==> src/rtl/branch_history_table.sv <==
// Direct-mapped branch history table with 2-bit saturating counters and a
// branch target buffer. It answers the IF-stage fetch PC combinationally and
// learns from outcomes resolved later in the pipeline. It also keeps
// saturating statistics counters for lookups and mispredicts.
// Optional feature: define BHT_BYPASS_EN to forward a same-cycle update to
// the lookup port. Without it, the lookup reads only the registered array.
module branch_history_table #(
  parameter int IDX_BITS = 4
) (
  input  logic        clk,
  input  logic        rst,
  input  logic        lk_valid,
  input  logic [31:0] lk_pc,
  output logic        pred_hit,
  output logic        pred_taken,
  output logic [31:0] pred_next_pc,
  input  logic        upd_valid,
  input  logic [31:0] upd_pc,
  input  logic        upd_taken,
  input  logic [31:0] upd_target,
  input  logic        upd_mispred,
  output logic [15:0] stat_lookups,
  output logic [15:0] stat_mispred
);

  localparam int DEPTH = 1 << IDX_BITS;
  localparam int TAG_W = 30 - IDX_BITS;

  logic              valid_q [DEPTH];
  logic [TAG_W-1:0]  tag_q   [DEPTH];
  logic [31:0]       tgt_q   [DEPTH];
  logic [1:0]        ctr_q   [DEPTH];

  logic [15:0]       stat_lk_q, stat_lk_d;
  logic [15:0]       stat_mp_q, stat_mp_d;

  // The 2-bit counters and the 16-bit statistics counters stop at their end
  // values instead of wrapping around.
  function automatic logic [1:0] ctr_inc(input logic [1:0] c);
    return (c == 2'b11) ? 2'b11 : c + 2'd1;
  endfunction

  function automatic logic [1:0] ctr_dec(input logic [1:0] c);
    return (c == 2'b00) ? 2'b00 : c - 2'd1;
  endfunction

  function automatic logic [15:0] stat_inc(input logic [15:0] s);
    return (s == 16'hFFFF) ? 16'hFFFF : s + 16'd1;
  endfunction

  // Update side: decode the resolved PC. The byte-offset bits never
  // participate.
  logic [IDX_BITS-1:0] u_idx;
  logic [TAG_W-1:0]    u_tag;
  logic                u_hit;
  logic                unused_upd_lsb;

  assign u_idx          = upd_pc[IDX_BITS+1:2];
  assign u_tag          = upd_pc[31:IDX_BITS+2];
  assign u_hit          = valid_q[u_idx] && (tag_q[u_idx] == u_tag);
  assign unused_upd_lsb = ^upd_pc[1:0];

  logic              ent_we_d;
  logic              ent_valid_d;
  logic [TAG_W-1:0]  ent_tag_d;
  logic [31:0]       ent_tgt_d;
  logic [1:0]        ent_ctr_d;

  // Build the post-update image of the addressed entry; a write happens on a
  // hit, or on a taken miss, which allocates the entry as weak-taken.
  always_comb begin
    ent_we_d    = 1'b0;
    ent_valid_d = valid_q[u_idx];
    ent_tag_d   = tag_q[u_idx];
    ent_tgt_d   = tgt_q[u_idx];
    ent_ctr_d   = ctr_q[u_idx];
    if (upd_valid) begin
      if (u_hit) begin
        ent_we_d = 1'b1;
        if (upd_taken) begin
          ent_ctr_d = ctr_inc(ctr_q[u_idx]);
          ent_tgt_d = upd_target;
        end else begin
          ent_ctr_d = ctr_dec(ctr_q[u_idx]);
        end
      end else if (upd_taken) begin
        ent_we_d    = 1'b1;
        ent_valid_d = 1'b1;
        ent_tag_d   = u_tag;
        ent_tgt_d   = upd_target;
        ent_ctr_d   = 2'b10;
      end
    end
  end

  // Array storage. Reset clears all training and takes priority over an
  // update arriving on the same edge.
  always_ff @(posedge clk) begin
    if (rst) begin
      for (int i = 0; i < DEPTH; i++) begin
        valid_q[i] <= 1'b0;
        tag_q[i]   <= '0;
        tgt_q[i]   <= 32'd0;
        ctr_q[i]   <= 2'b01;
      end
    end else if (ent_we_d) begin
      valid_q[u_idx] <= ent_valid_d;
      tag_q[u_idx]   <= ent_tag_d;
      tgt_q[u_idx]   <= ent_tgt_d;
      ctr_q[u_idx]   <= ent_ctr_d;
    end
  end

  // Lookup side: a purely combinational read of the fetch PC's entry.
  logic [IDX_BITS-1:0] l_idx;
  logic [TAG_W-1:0]    l_tag;
  logic                rd_valid;
  logic [TAG_W-1:0]    rd_tag;
  logic [31:0]         rd_tgt;
  logic [1:0]          rd_ctr;

  assign l_idx = lk_pc[IDX_BITS+1:2];
  assign l_tag = lk_pc[31:IDX_BITS+2];

  // Select the entry seen by the lookup. The forwarding path exists only
  // when the bypass is compiled in.
  always_comb begin
    rd_valid = valid_q[l_idx];
    rd_tag   = tag_q[l_idx];
    rd_tgt   = tgt_q[l_idx];
    rd_ctr   = ctr_q[l_idx];
`ifdef BHT_BYPASS_EN
    if (upd_valid && (u_idx == l_idx)) begin
      rd_valid = ent_valid_d;
      rd_tag   = ent_tag_d;
      rd_tgt   = ent_tgt_d;
      rd_ctr   = ent_ctr_d;
    end
`endif
  end

  assign pred_hit     = rd_valid && (rd_tag == l_tag);
  assign pred_taken   = pred_hit && rd_ctr[1];
  assign pred_next_pc = pred_taken ? rd_tgt : lk_pc + 32'd4;

  // Next-state logic for the statistics counters.
  always_comb begin
    stat_lk_d = stat_lk_q;
    stat_mp_d = stat_mp_q;
    if (lk_valid)                 stat_lk_d = stat_inc(stat_lk_q);
    if (upd_valid && upd_mispred) stat_mp_d = stat_inc(stat_mp_q);
  end

  // Registers for the statistics counters, cleared on reset.
  always_ff @(posedge clk) begin
    if (rst) begin
      stat_lk_q <= 16'd0;
      stat_mp_q <= 16'd0;
    end else begin
      stat_lk_q <= stat_lk_d;
      stat_mp_q <= stat_mp_d;
    end
  end

  assign stat_lookups = stat_lk_q;
  assign stat_mispred = stat_mp_q;

endmodule
==> config.mk <==
export PLATFORM = sky130hd
export DESIGN_NAME = branch_history_table
export DESIGN_NICKNAME = d
export VERILOG_FILES = /design/src/rtl/branch_history_table.sv
export SDC_FILE = /design/constraint.sdc
export NUM_CORES = 2
export LEC_CHECK = 0
export CAP_MARGIN = 40
export CORE_AREA = 2 2 312 314
export CTS_BUF_LIST = sky130_fd_sc_hd__clkbuf_4 sky130_fd_sc_hd__clkbuf_8
export CTS_CLUSTER_SIZE = 25
export DETAILED_ROUTE_END_ITERATION = 6
export DIE_AREA = 0 0 314 316
export PLACE_DENSITY = 0.78
export SLEW_MARGIN = 10
export SYNTH_ARGS = -nofsm -noshare
export SYNTH_HDL_FRONTEND = slang
export SYNTH_SLANG_ARGS = --single-unit
export TNS_END_PERCENT = 30
==> constraint.sdc <==
create_clock -name clk -period 14.4 [get_ports clk]
set_input_delay 4.32 -clock clk [delete_from_list [all_inputs] [get_ports clk]]
set_output_delay 4.32 -clock clk [all_outputs]
set_load 0.02 [all_outputs]
==> summary.txt <==
layout net count -> 3678
Worst Setup EP -> pred_next_pc[16]
mean routed wirelength per cell -> 31.4 um
asr flop ratio synth -> 0%
Syn Nets -> 3538
Peak VDD IR -> 96.7 uV
vias in the first global route -> 33000
Synth top cells by count -> 976 x edfxtp_1, 522 x and2_1, 493 x nor2_1
die area -> 0.0992 mm2
Synth Area in Simple Gates -> 12.9%
Syn Area/Cell -> 14.7 um2
global-route wire length before repair -> 223000 um
CP arrival -> 9270 ps
1st-iter DRT viols -> 5517
Post-CTS Hold Buffers -> 0
TNS Setup -> 0 ps
largest family of logic cells by synthesized area -> multiplexers
Leak -> 19.7 nW
initial antenna violation count -> 14
Core Rows -> 114
non-filler cells in the finished layout -> 4982
number of synthesized flops with an enable pin -> 976
Yosys warning count -> 0
Inst Count DP -> 4682
Tmin final -> 13590 ps
num ports -> 168
gr ovfl total -> 0
TritonCTS clock tree -> yes
Mapped Cells -> 3433
Initial Util -> 52.6%
CTS buffer count -> 164
length of the first detailed-routing pass in iterations -> 7
critical path peak fanout -> 36
Max-slew headroom -> 38.2%
DRC -> 12
Synth Area in XOR/XNOR -> 1.47%
RR Startpoint -> tag_q[10][9]
Worst Skew -> 54.6 ps
post-CTS sizing -> 0
Final period util -> 94.4%
Synth Flop Type -> edfxtp_1
clk root buf -> clkbuf_8
Die Width -> 314 um
Area Overhead vs Synth -> 12.4%
CTS max path bufs -> 3
Worst-Margin Slew -> 903 ps
PortBufs -> 165
fraction of layout cells with a size suffix above 1 -> 23.8%
Yosys reg bits -> 1008
Max Freq -> 0.0736 GHz
routed vias -> 33000
Final Hold Viols -> 0
Seq/Total Area, Yosys -> 59.3%
GR Util All Layers -> 31.7%
CP startpoint -> lk_pc[2]
Worst Reg-to-Reg Cells -> 10
postcts setup bufs -> 0
setup violators final -> 0
max cap viols -> 0
Place WS -> 966 ps
Routed WL -> 156000 um
count leader, synth -> edfxtp_1
Yosys top cell area share -> 58.0%
startpoint types -> primary input
final slew viol count -> 0
clk_lat worst skew -> 890 ps
core area -> 0.0960 mm2
Compound-Gate Fraction of Synth Area -> 2.25%
Crit Path Category -> in -> out
Data required, critical path -> 10080 ps
Cell variety after synth -> 73
top cells by area, synth -> edfxtp_1 58%, mux4_2 17%, and2_1 6.5%, nor2_1 3.7%, mux2i_1 2.0%
power per cell area -> 117 mW/mm2
Vias/cell -> 6.62
Critical-path top delay cell -> or4_4
post-DP HPWL -> 88900 um
r2r endpoint -> tag_q[11][17]
area of the multi-input gates -> 0.0193 mm2
worst path cell trace -> buf_8, buf_12, mux4_2, mux2i_1, nor2_1, a211oi_1, a21oi_1, or4_4, nor4_4, and2_2, buf_12, mux2_1, clkdlybuf4s50_1
Clock Pin Slew Worst Setup and Hold Paths -> 50 ps
mux cell area share after synthesis -> 21.0%
cell taking the most area after synthesis -> edfxtp_1
max incr delay on CP -> 570 ps
most numerous cell on the critical path -> buf_12
htree depth -> 4
Clock Sinks -> 1008
Routability Congestion -> 0.946
Cell Area, Synth -> 0.0505 mm2
die height -> 316 um
largest net degree at the start of global routing -> 82
fillers -> 7073
RSZ-0062 raised after global routing -> no
worst setup margin -> 812 ps
FF-to-FF setup slack -> 9100 ps
failing checks -> design-rule violations
antenna viol nets, final -> 0
Tightest Hold Check Type -> reg -> reg
Crit. End Element -> output pin
outcome -> complete, but fails checks
Sequential cell area -> 0.0299 mm2
post-synthesis adder-cell area fraction -> 0.0941%
[critical path: cells and delay by family]
| family | cells | cell delay [ps] |
|---|---|---|
| AO/OA/AOI/OAI | 2 | 340 |
| buffers and inverters | 4 | 1500 |
| multiplexers | 3 | 1380 |
| AND/OR/NAND/NOR | 4 | 1600 |
[stage by stage]
step | hold WS (ps) | area, um2 | utilization (%) | power (W)
global route | 568 | 56800 | 59.2 | 0.00683
floorplan | 604 | 50500 | - | 0.00390
CTS | 527 | 56800 | 59.2 | 0.00666
finish | 527 | 56800 | 59.2 | 0.00667
global placement | 518 | 53500 | 55.7 | 0.00416
detailed placement | 515 | 53500 | 55.8 | 0.00418
[cell families after synthesis]
| group | count (synthesis) |
|---|---|
| xor gates and xnor gates | 85 |
| AOI/OAI and AO/OA | 173 |
| and+or+nand+nor | 1268 |
| buffers and inverters | 339 |
| adders and majority gates | 4 |
| DFF | 1008 |
| muxes | 556 |
[placed cells by master (no fill, tap or decap), drive strengths merged, types with 7 or more instances in the layout]
| master | Yosys | final |
|---|---|---|
| a211oi | 9 | 9 |
| a21oi | 56 | 56 |
| a22oi | 20 | 20 |
| and2 | 523 | 523 |
| and3 | 15 | 15 |
| buf | 111 | 115 |
| bufinv | 0 | 7 |
| clkbuf | 186 | 215 |
| clkdlybuf4s50 | 0 | 156 |
| clkinv | 0 | 61 |
| dfxtp | 32 | 32 |
| edfxtp | 976 | 976 |
| inv | 42 | 49 |
| mux2 | 52 | 52 |
| mux2i | 121 | 121 |
| mux4 | 383 | 383 |
| nand2 | 61 | 61 |
| nand2b | 40 | 40 |
| nand3 | 50 | 50 |
| nand4 | 12 | 12 |
| nor2 | 493 | 493 |
| nor2b | 13 | 13 |
| nor3 | 15 | 15 |
| o21ai | 24 | 24 |
| o22ai | 15 | 15 |
| or2 | 21 | 21 |
| xnor2 | 57 | 57 |
| xor2 | 28 | 28 |
[metal layers]
metal  vias to the layer above  GRT usage [%]  wire length (um)
met5                         -              0                90
met4                        10           17.1              9150
met3                       576           10.6             24900
met2                      2862           47.3             69700
met1                     16400           41.5             52600
li1                      13200              -                 -
[area by class of cell]
class,instances,share of cell area [%]
sequential,1008,52.7
multi-input combinational,2086,34.0
clock buffer,215,4.66
timing repair buffer,271,4.47
tap,1276,2.81
clock inverter,78,1.09
inverter,42,0.277
antenna,6,0.0264
[registers in the layout, summed over array words and instances (netlist names)]
register and cells:
tgt_q 512, tag_q 416, valid_q 16, stat_mispred 16, ctr_q 32, stat_lookups 16
[worst min-delay path by stage]
stage                     startpoint               end  slack [ps]  cells after the start
floorplan           stat_lookups[12]  stat_lookups[12]         600                      3
global route        stat_lookups[15]  stat_lookups[15]         570                      1
CTS                 stat_lookups[15]  stat_lookups[15]         530                      1
detailed placement  stat_lookups[15]  stat_lookups[15]         510                      1
global placement    stat_lookups[15]  stat_lookups[15]         520                      1
finish              stat_lookups[15]  stat_lookups[15]         530                      1
[power by group]
part | switching [W] | internal, W | total (W)
clock | 0.00120 | 0.00134 | 0.00253
sequential | 0.0000489 | 0.00334 | 0.00339
combinational | 0.000449 | 0.000298 | 0.000746
total | 0.00169 | 0.00498 | 0.00667
No activity file was read; power rests on OpenSTA's default activity.
